**config.mk**
```make
export PLATFORM = sky130hd
export DESIGN_NAME = spi_avalon_master_flat
export DESIGN_NICKNAME = d
export VERILOG_FILES = /design/src/rtl/spi_avalon_pkg.sv /design/src/rtl/spi_avalon_master_if.sv /design/src/rtl/spi_av_timer.sv /design/src/rtl/spi_avalon_master.sv /design/src/flat_wrapper.sv
export SDC_FILE = /design/constraint.sdc
export NUM_CORES = 1
export LEC_CHECK = 0
export CORE_AREA = 8 8 80 135
export DETAILED_ROUTE_END_ITERATION = 8
export DIE_AREA = 0 0 88 143
export MAX_ROUTING_LAYER = met4
export PLACE_DENSITY = 0.78
export SLEW_MARGIN = 20
export SYNTH_ARGS = -nofsm -noshare
export SYNTH_HDL_FRONTEND = slang
export SYNTH_SLANG_ARGS = --single-unit
```
**constraint.sdc**
```tcl
create_clock -name clk -period 3.5 [get_ports clk]
set_input_delay 0.875 -clock clk [delete_from_list [all_inputs] [get_ports clk]]
set_output_delay 0.875 -clock clk [all_outputs]
set_load 0.05 [all_outputs]
```
**src/rtl/spi_avalon_pkg.sv**
```systemverilog
// Shared types and defaults for the SPI-over-Avalon command master.
package spi_avalon_pkg;
  typedef enum logic [2:0] {IDLE, WRITE, WAIT_IRQ, READ, RESP} state_t;

  localparam logic [7:0]  DEF_TX_ADDR = 8'h00;
  localparam logic [7:0]  DEF_RX_ADDR = 8'h04;
  localparam logic [15:0] DEF_TIMEOUT = 16'd4096;
endpackage

```
**src/rtl/spi_avalon_master_if.sv**
```systemverilog
// Requester handshakes, Avalon-MM master bus and status lines of the SPI master.
interface spi_avalon_master_if;
  logic        cmd_valid;
  logic        cmd_ready;
  logic [31:0] cmd_data;
  logic        resp_valid;
  logic        resp_ready;
  logic [31:0] resp_data;
  logic [7:0]  av_address;
  logic        av_chip_select;
  logic        av_write;
  logic        av_read;
  logic [31:0] av_write_data;
  logic [31:0] av_read_data;
  logic        av_wait_request;
  logic        irq;
  logic        busy;
  logic        timeout_err;

  modport master (
    input  cmd_valid, cmd_data, resp_ready, av_read_data, av_wait_request, irq,
    output cmd_ready, resp_valid, resp_data, av_address, av_chip_select,
           av_write, av_read, av_write_data, busy, timeout_err
  );

  modport slave (
    output cmd_valid, cmd_data, resp_ready, av_read_data, av_wait_request, irq,
    input  cmd_ready, resp_valid, resp_data, av_address, av_chip_select,
           av_write, av_read, av_write_data, busy, timeout_err
  );
endinterface

```
**src/rtl/spi_av_timer.sv**
```systemverilog
// 16-bit irq-wait counter; terminal count flags the last allowed wait cycle.
module spi_av_timer #(
  parameter logic [15:0] TC_VAL = 16'd4096
) (
  input  logic i_clk,
  input  logic i_rst,
  input  logic i_clear,
  input  logic i_enable,
  output logic o_tc
);
  logic [15:0] r_cnt;

  always_ff @(posedge i_clk or posedge i_rst) begin
    if (i_rst)         r_cnt <= '0;
    else if (i_clear)  r_cnt <= '0;
    else if (i_enable) r_cnt <= r_cnt + 16'd1;
  end

  assign o_tc = (r_cnt == TC_VAL - 16'd1);
endmodule

```
**src/rtl/spi_avalon_master.sv**
```systemverilog
// Command word -> Avalon write to the SPI slave, wait for irq, read back the response.
module spi_avalon_master
  import spi_avalon_pkg::*;
#(
  parameter logic [7:0]  TX_ADDR        = DEF_TX_ADDR,
  parameter logic [7:0]  RX_ADDR        = DEF_RX_ADDR,
  parameter logic [15:0] TIMEOUT_CYCLES = DEF_TIMEOUT
) (
  input  logic                clk,
  input  logic                reset,
  spi_avalon_master_if.master bus
);
  state_t      r_state;
  logic [31:0] r_cmd;
  logic [31:0] r_resp_data;
  logic [7:0]  r_av_addr;
  logic        r_cmd_ready, r_resp_valid, r_busy, r_tmo;
  logic        r_av_cs, r_av_wr, r_av_rd;
  logic        w_tmr_clr, w_tmr_en, w_tc;

  // Counter is cleared on the write-completing edge so WAIT_IRQ starts at 0.
  assign w_tmr_clr = (r_state == WRITE) && !bus.av_wait_request;
  assign w_tmr_en  = (r_state == WAIT_IRQ);

  spi_av_timer #(.TC_VAL(TIMEOUT_CYCLES)) u_timer (
    .i_clk    (clk),
    .i_rst    (reset),
    .i_clear  (w_tmr_clr),
    .i_enable (w_tmr_en),
    .o_tc     (w_tc)
  );

  always_ff @(posedge clk or posedge reset) begin
    if (reset) begin
      r_state      <= IDLE;
      r_cmd        <= '0;
      r_resp_data  <= '0;
      r_av_addr    <= '0;
      r_cmd_ready  <= 1'b1;
      r_resp_valid <= 1'b0;
      r_busy       <= 1'b0;
      r_tmo        <= 1'b0;
      r_av_cs      <= 1'b0;
      r_av_wr      <= 1'b0;
      r_av_rd      <= 1'b0;
    end else begin
      r_tmo <= 1'b0;
      case (r_state)
        IDLE: if (bus.cmd_valid && r_cmd_ready) begin
          r_cmd       <= bus.cmd_data;
          r_cmd_ready <= 1'b0;
          r_busy      <= 1'b1;
          r_av_cs     <= 1'b1;
          r_av_wr     <= 1'b1;
          r_av_addr   <= TX_ADDR;
          r_state     <= WRITE;
        end
        WRITE: if (!bus.av_wait_request) begin
          r_av_cs   <= 1'b0;
          r_av_wr   <= 1'b0;
          r_av_addr <= '0;
          r_state   <= WAIT_IRQ;
        end
        // irq wins over a coincident terminal count.
        WAIT_IRQ: if (bus.irq) begin
          r_av_cs   <= 1'b1;
          r_av_rd   <= 1'b1;
          r_av_addr <= RX_ADDR;
          r_state   <= READ;
        end else if (w_tc) begin
          r_tmo       <= 1'b1;
          r_busy      <= 1'b0;
          r_cmd_ready <= 1'b1;
          r_state     <= IDLE;
        end
        READ: if (!bus.av_wait_request) begin
          r_resp_data  <= bus.av_read_data;
          r_resp_valid <= 1'b1;
          r_av_cs      <= 1'b0;
          r_av_rd      <= 1'b0;
          r_av_addr    <= '0;
          r_state      <= RESP;
        end
        RESP: if (bus.resp_ready) begin
          r_resp_valid <= 1'b0;
          r_busy       <= 1'b0;
          r_cmd_ready  <= 1'b1;
          r_state      <= IDLE;
        end
        default: begin
          r_resp_valid <= 1'b0;
          r_busy       <= 1'b0;
          r_cmd_ready  <= 1'b1;
          r_av_cs      <= 1'b0;
          r_av_wr      <= 1'b0;
          r_av_rd      <= 1'b0;
          r_state      <= IDLE;
        end
      endcase
    end
  end

  assign bus.cmd_ready      = r_cmd_ready;
  assign bus.resp_valid     = r_resp_valid;
  assign bus.resp_data      = r_resp_data;
  assign bus.av_address     = r_av_addr;
  assign bus.av_chip_select = r_av_cs;
  assign bus.av_write       = r_av_wr;
  assign bus.av_read        = r_av_rd;
  assign bus.av_write_data  = r_cmd;
  assign bus.busy           = r_busy;
  assign bus.timeout_err    = r_tmo;
endmodule

```
**src/flat_wrapper.sv**
```systemverilog
// flat-port wrapper written by rule: the top's interface ports become plain ports
module spi_avalon_master_flat import spi_avalon_pkg::*;
#(
  parameter logic [7:0]  TX_ADDR        = DEF_TX_ADDR,
  parameter logic [7:0]  RX_ADDR        = DEF_RX_ADDR,
  parameter logic [15:0] TIMEOUT_CYCLES = DEF_TIMEOUT
)
  (clk, reset, bus_cmd_valid, bus_cmd_data, bus_resp_ready, bus_av_read_data, bus_av_wait_request, bus_irq, bus_cmd_ready, bus_resp_valid, bus_resp_data, bus_av_address, bus_av_chip_select, bus_av_write, bus_av_read, bus_av_write_data, bus_busy, bus_timeout_err);
  spi_avalon_master_if bus_i ();
  input  logic clk;
  input  logic reset;
  input wire logic [$bits(bus_i.cmd_valid)-1:0] bus_cmd_valid;
  input wire logic [$bits(bus_i.cmd_data)-1:0] bus_cmd_data;
  input wire logic [$bits(bus_i.resp_ready)-1:0] bus_resp_ready;
  input wire logic [$bits(bus_i.av_read_data)-1:0] bus_av_read_data;
  input wire logic [$bits(bus_i.av_wait_request)-1:0] bus_av_wait_request;
  input wire logic [$bits(bus_i.irq)-1:0] bus_irq;
  output wire logic [$bits(bus_i.cmd_ready)-1:0] bus_cmd_ready;
  output wire logic [$bits(bus_i.resp_valid)-1:0] bus_resp_valid;
  output wire logic [$bits(bus_i.resp_data)-1:0] bus_resp_data;
  output wire logic [$bits(bus_i.av_address)-1:0] bus_av_address;
  output wire logic [$bits(bus_i.av_chip_select)-1:0] bus_av_chip_select;
  output wire logic [$bits(bus_i.av_write)-1:0] bus_av_write;
  output wire logic [$bits(bus_i.av_read)-1:0] bus_av_read;
  output wire logic [$bits(bus_i.av_write_data)-1:0] bus_av_write_data;
  output wire logic [$bits(bus_i.busy)-1:0] bus_busy;
  output wire logic [$bits(bus_i.timeout_err)-1:0] bus_timeout_err;
  assign bus_i.cmd_valid = bus_cmd_valid;
  assign bus_i.cmd_data = bus_cmd_data;
  assign bus_i.resp_ready = bus_resp_ready;
  assign bus_i.av_read_data = bus_av_read_data;
  assign bus_i.av_wait_request = bus_av_wait_request;
  assign bus_i.irq = bus_irq;
  assign bus_cmd_ready = bus_i.cmd_ready;
  assign bus_resp_valid = bus_i.resp_valid;
  assign bus_resp_data = bus_i.resp_data;
  assign bus_av_address = bus_i.av_address;
  assign bus_av_chip_select = bus_i.av_chip_select;
  assign bus_av_write = bus_i.av_write;
  assign bus_av_read = bus_i.av_read;
  assign bus_av_write_data = bus_i.av_write_data;
  assign bus_busy = bus_i.busy;
  assign bus_timeout_err = bus_i.timeout_err;
  spi_avalon_master #(.TX_ADDR(TX_ADDR), .RX_ADDR(RX_ADDR), .TIMEOUT_CYCLES(TIMEOUT_CYCLES)) u_core (.clk(clk), .reset(reset), .bus(bus_i));
endmodule
```
==> impl_metrics.py <==
metrics = {
    "outcome": {
        "outcome": "finished clean",
    },
    "synth": {
        "synth_top_area_share_pct": 59.9,
        "syn_area_sq_um": 3760,
        "syn_avg_cell_area_sq_um": 13.1,
        "synth_cell_type_count": 39,
        "syn_inst": 286,
        "synth-seq-cells": 91,
        "yosysSeqAreaShare_pct": 60.6,
        "synth_area_leader_cell": "dfrtp_1",
        "synth_warnings": 0,
        "synthTopCellsByArea": "dfrtp_1 (60%), mux2_2 (19%), nand2_1 (1.5%), buf_4 (1.4%), nor2_1 (1.4%)",
    },
    "die": {
        "placementRows": 46,
        "die-area_sq_um": 12600,
        "die_w_um": 88,
        "core_area_sq_um": 8920,
        "initial_utilization_pct": 42.1,
        "io_pins": 149,
        "die_h_um": 143,
    },
    "timing": {
        "worst_pin_slew_ps": 631,
        "fmax_ghz": 0.389,
        "slew_violations": 0,
        "slew_headroom_pct": 57.9,
        "fin_tns_setup_ps": 0,
        "finalHoldViolCount": 0,
        "fin_crit_sh_pct": 73.4,
        "rsz0062_at_grt": "false",
        "period_minus_slack_ps": 2570,
        "finalSetupViolCount": 0,
        "skew_ps": 4.35,
        "whs_ps": 490,
    },
    "cts": {
        "cts_hold_buf": 0,
        "post_cts_buffers": 0,
        "path_clk_slew_ps": 60,
        "clock_path_buffers": 2,
        "cts_resized": 0,
        "cts.sinks": 91,
        "htreeDepth": 3,
        "clock_latency_ps": 340,
        "cts_tree": "done",
        "cts_buffers": 9,
        "ctsRootBufferMaster": "clkbuf_16",
    },
    "power": {
        "power_switching_mw": 2.85,
        "pwr-share-clk_pct": 16.1,
        "switching_share_pct": 45.2,
        "total_power_mw": 6.30,
        "p_int_mw": 3.45,
        "power.leakage_nw": 2.32,
        "ir_drop_mv": 0.769,
        "combPwrFrac_pct": 55.1,
        "seqPwrFrac_pct": 28.9,
        "p_per_area_nw_per_um2": 1130,
    },
    "drt": {
        "routedWlPerCell_um": 18.1,
        "routed_wl_um": 9970,
        "vias": 2804,
        "first_pass_iters": 4,
        "ant_nets": 0,
        "drtIter0Drc": 218,
        "drc": 0,
        "via_per_inst": 5.09,
    },
    "placed_design": {
        "gp_congestion": 0.822,
        "dp.final_hpwl_um": 7370,
        "numPortBuffers": 141,
    },
    "hold_path": {
        "hold_class": "flop to flop",
        "holdPathStages": 1,
        "min_from": "u_core.bus.av_write",
        "min_to": "u_core.bus.av_write",
    },
    "setup_path": {
        "endpoint_kind": "output pin",
        "worstPathMaxFanout": 3,
        "reg2reg_from": "u_core.r_state[2]",
        "cp.arrival_ps": 1690,
        "critPathLaunch": "u_core.bus.cmd_ready",
        "cpLargestDelayFamily": "buffers and inverters",
        "worstRegToRegCells": 4,
        "crit_slowest_cell": "clkdlybuf4s50_1",
        "required_ps": 2620,
        "max_stage_delay_ps": 810,
        "crit_type": "flop to output pin",
        "cp.buffers_inverters": 1,
        "path_cells": "clkdlybuf4s50_1",
        "r2r-end": "u_core.u_timer.r_cnt[7]",
        "r2r_setup_slack_ps": 1290,
        "start_kind": "flop",
    },
    "layout": {
        "drive_gt1_share_pct": 19.7,
        "syn_to_final_growth_pct": 48.4,
        "nNetsFinal": 497,
        "utilization_pct": 62.5,
        "num-fill-cells": 747,
        "diodes": 0,
    },
    "global_route": {
        "grt_max_degree": 57,
        "gr-total-overflow": 0,
        "track_usage_pct": 17.0,
        "antenna_found_initial": 0,
        "grt_pass1_wl_um": 15900,
        "grt_pass1_vias": 3174,
    },
    "flow_run": {
        "maxCapViolCount": 0,
    },
}
-- worst reg2reg max path: cells and delay by family (launching register included) --
kind / cells / cell delay (ps)
DFF: 1 / 530
and+or+nand+nor: 4 / 1620
-- synth_stat cells (all sizes together) --
master and instances:
nand4 5, a21oi 8, dfrtp 90, nand3 3, or3 3, nor2b 1
o32ai 1, o41ai 1, mux2i 3, nor4 3, nor3b 1, and2 1
clkbuf 6, o21ai 6, dfstp 1, inv 9, and3 2, nor3 4
ha 1, o32a 1, xnor2 4, mux2 64, or4 5, o211ai 4
a211o 1, buf 15, a21o 3, xor2 3, nand4b 1, or3b 1
o31ai 2, conb 1, nor2 14, nand2 15, nand4bb 1, a311o 1
o22ai 1
-- stage by stage --
stage	area, sq um	setup WS, ps	std cells
after floorplan	3780	263	292
after global routing	5580	892	551
after detailed placement	5270	682	535
after global placement	5270	676	535
final	5580	930	551
after CTS	5580	906	551
-- cell usage in the layout (no fill, tap or decap), types with 2 or more instances in the layout --
cell type        Yosys  final
or4_1                5      5
buf_4                7      2
o31ai_1              2      2
dfrtp_1             90     90
o21ai_0              6      6
nor4_1               3      3
bufinv_16            0      2
nand4_1              5      5
nand2_1             15     15
clkinv_2             0      5
clkdlybuf4s50_1      0    141
a21o_1               3      3
or3_1                3      3
conb_1               1      7
nor2_1              14     14
a21oi_1              8      8
inv_1                9      8
xor2_1               3      3
and3_1               2      2
nand3_1              3      3
mux2i_1              3      3
nor3_1               4      4
mux2_2              64     64
xnor2_1              4      4
o211ai_1             4      4
clkbuf_16            0      9
-- worst max path at each step --
stage                                    end  slack (ps)  cells past startpoint
floorplan           u_core.bus.av_address[2]         260                      1
global placement             u_core.bus.busy         680                      5
detailed placement           u_core.bus.busy         680                      5
CTS                            bus_cmd_ready         910                      1
global route                   bus_cmd_ready         890                      1
finish                         bus_cmd_ready         930                      1
-- sequential cells by signal, summed over array words and instances (netlist names), 3 cells and up --
register	flops
u_core.bus.resp_data	32
u_core.bus.av_write_data	32
u_core.r_state	3
u_core.u_timer.r_cnt	16
-- per-layer routing --
layer	vias up	track usage, %	wire, um
met4	0	8.58	226
met5	-	-	0
met1	1391	17.4	3680
met3	17	5.30	652
li1	1278	-	-
met2	118	28.4	5410
-- kinds of logic (layout without fill, tap and decap cells) --
logic type	count (synthesis)	after routing	share of synthesized area, %
DFF	91	91	60.6
other	1	7	0.0998
AOI/OAI and AO/OA	29	29	5.06
xor gates and xnor gates	7	7	1.63
adders and majority gates	1	1	0.333
buffers and inverters	30	169	3.86
and+or+nand+nor	60	60	8.42
muxes	67	67	20.0
-- final cells by class --
class                   instances  area [sq um]  share of cell area (%)
clock buffers                  10           229                    4.11
well taps                     120           150                    2.69
repair buffers                144          1450                    25.9
flip-flops and latches         91          2280                    40.9
multi-input cells             171          1360                    24.3
inverters                       9          35.0                   0.628
clock inverters                 6          80.1                    1.44
-- power by group through the flow --
stage	Combinational, mW	Clock [mW]	Sequential, mW
finish	3.47	1.01	1.82
global route	3.63	1.08	1.88
CTS	3.52	1.04	1.82
detailed placement	3.50	0	1.84
global placement	3.47	0	1.81
floorplan	0.923	0	3.24
No activity file was read; power rests on OpenSTA's default activity.
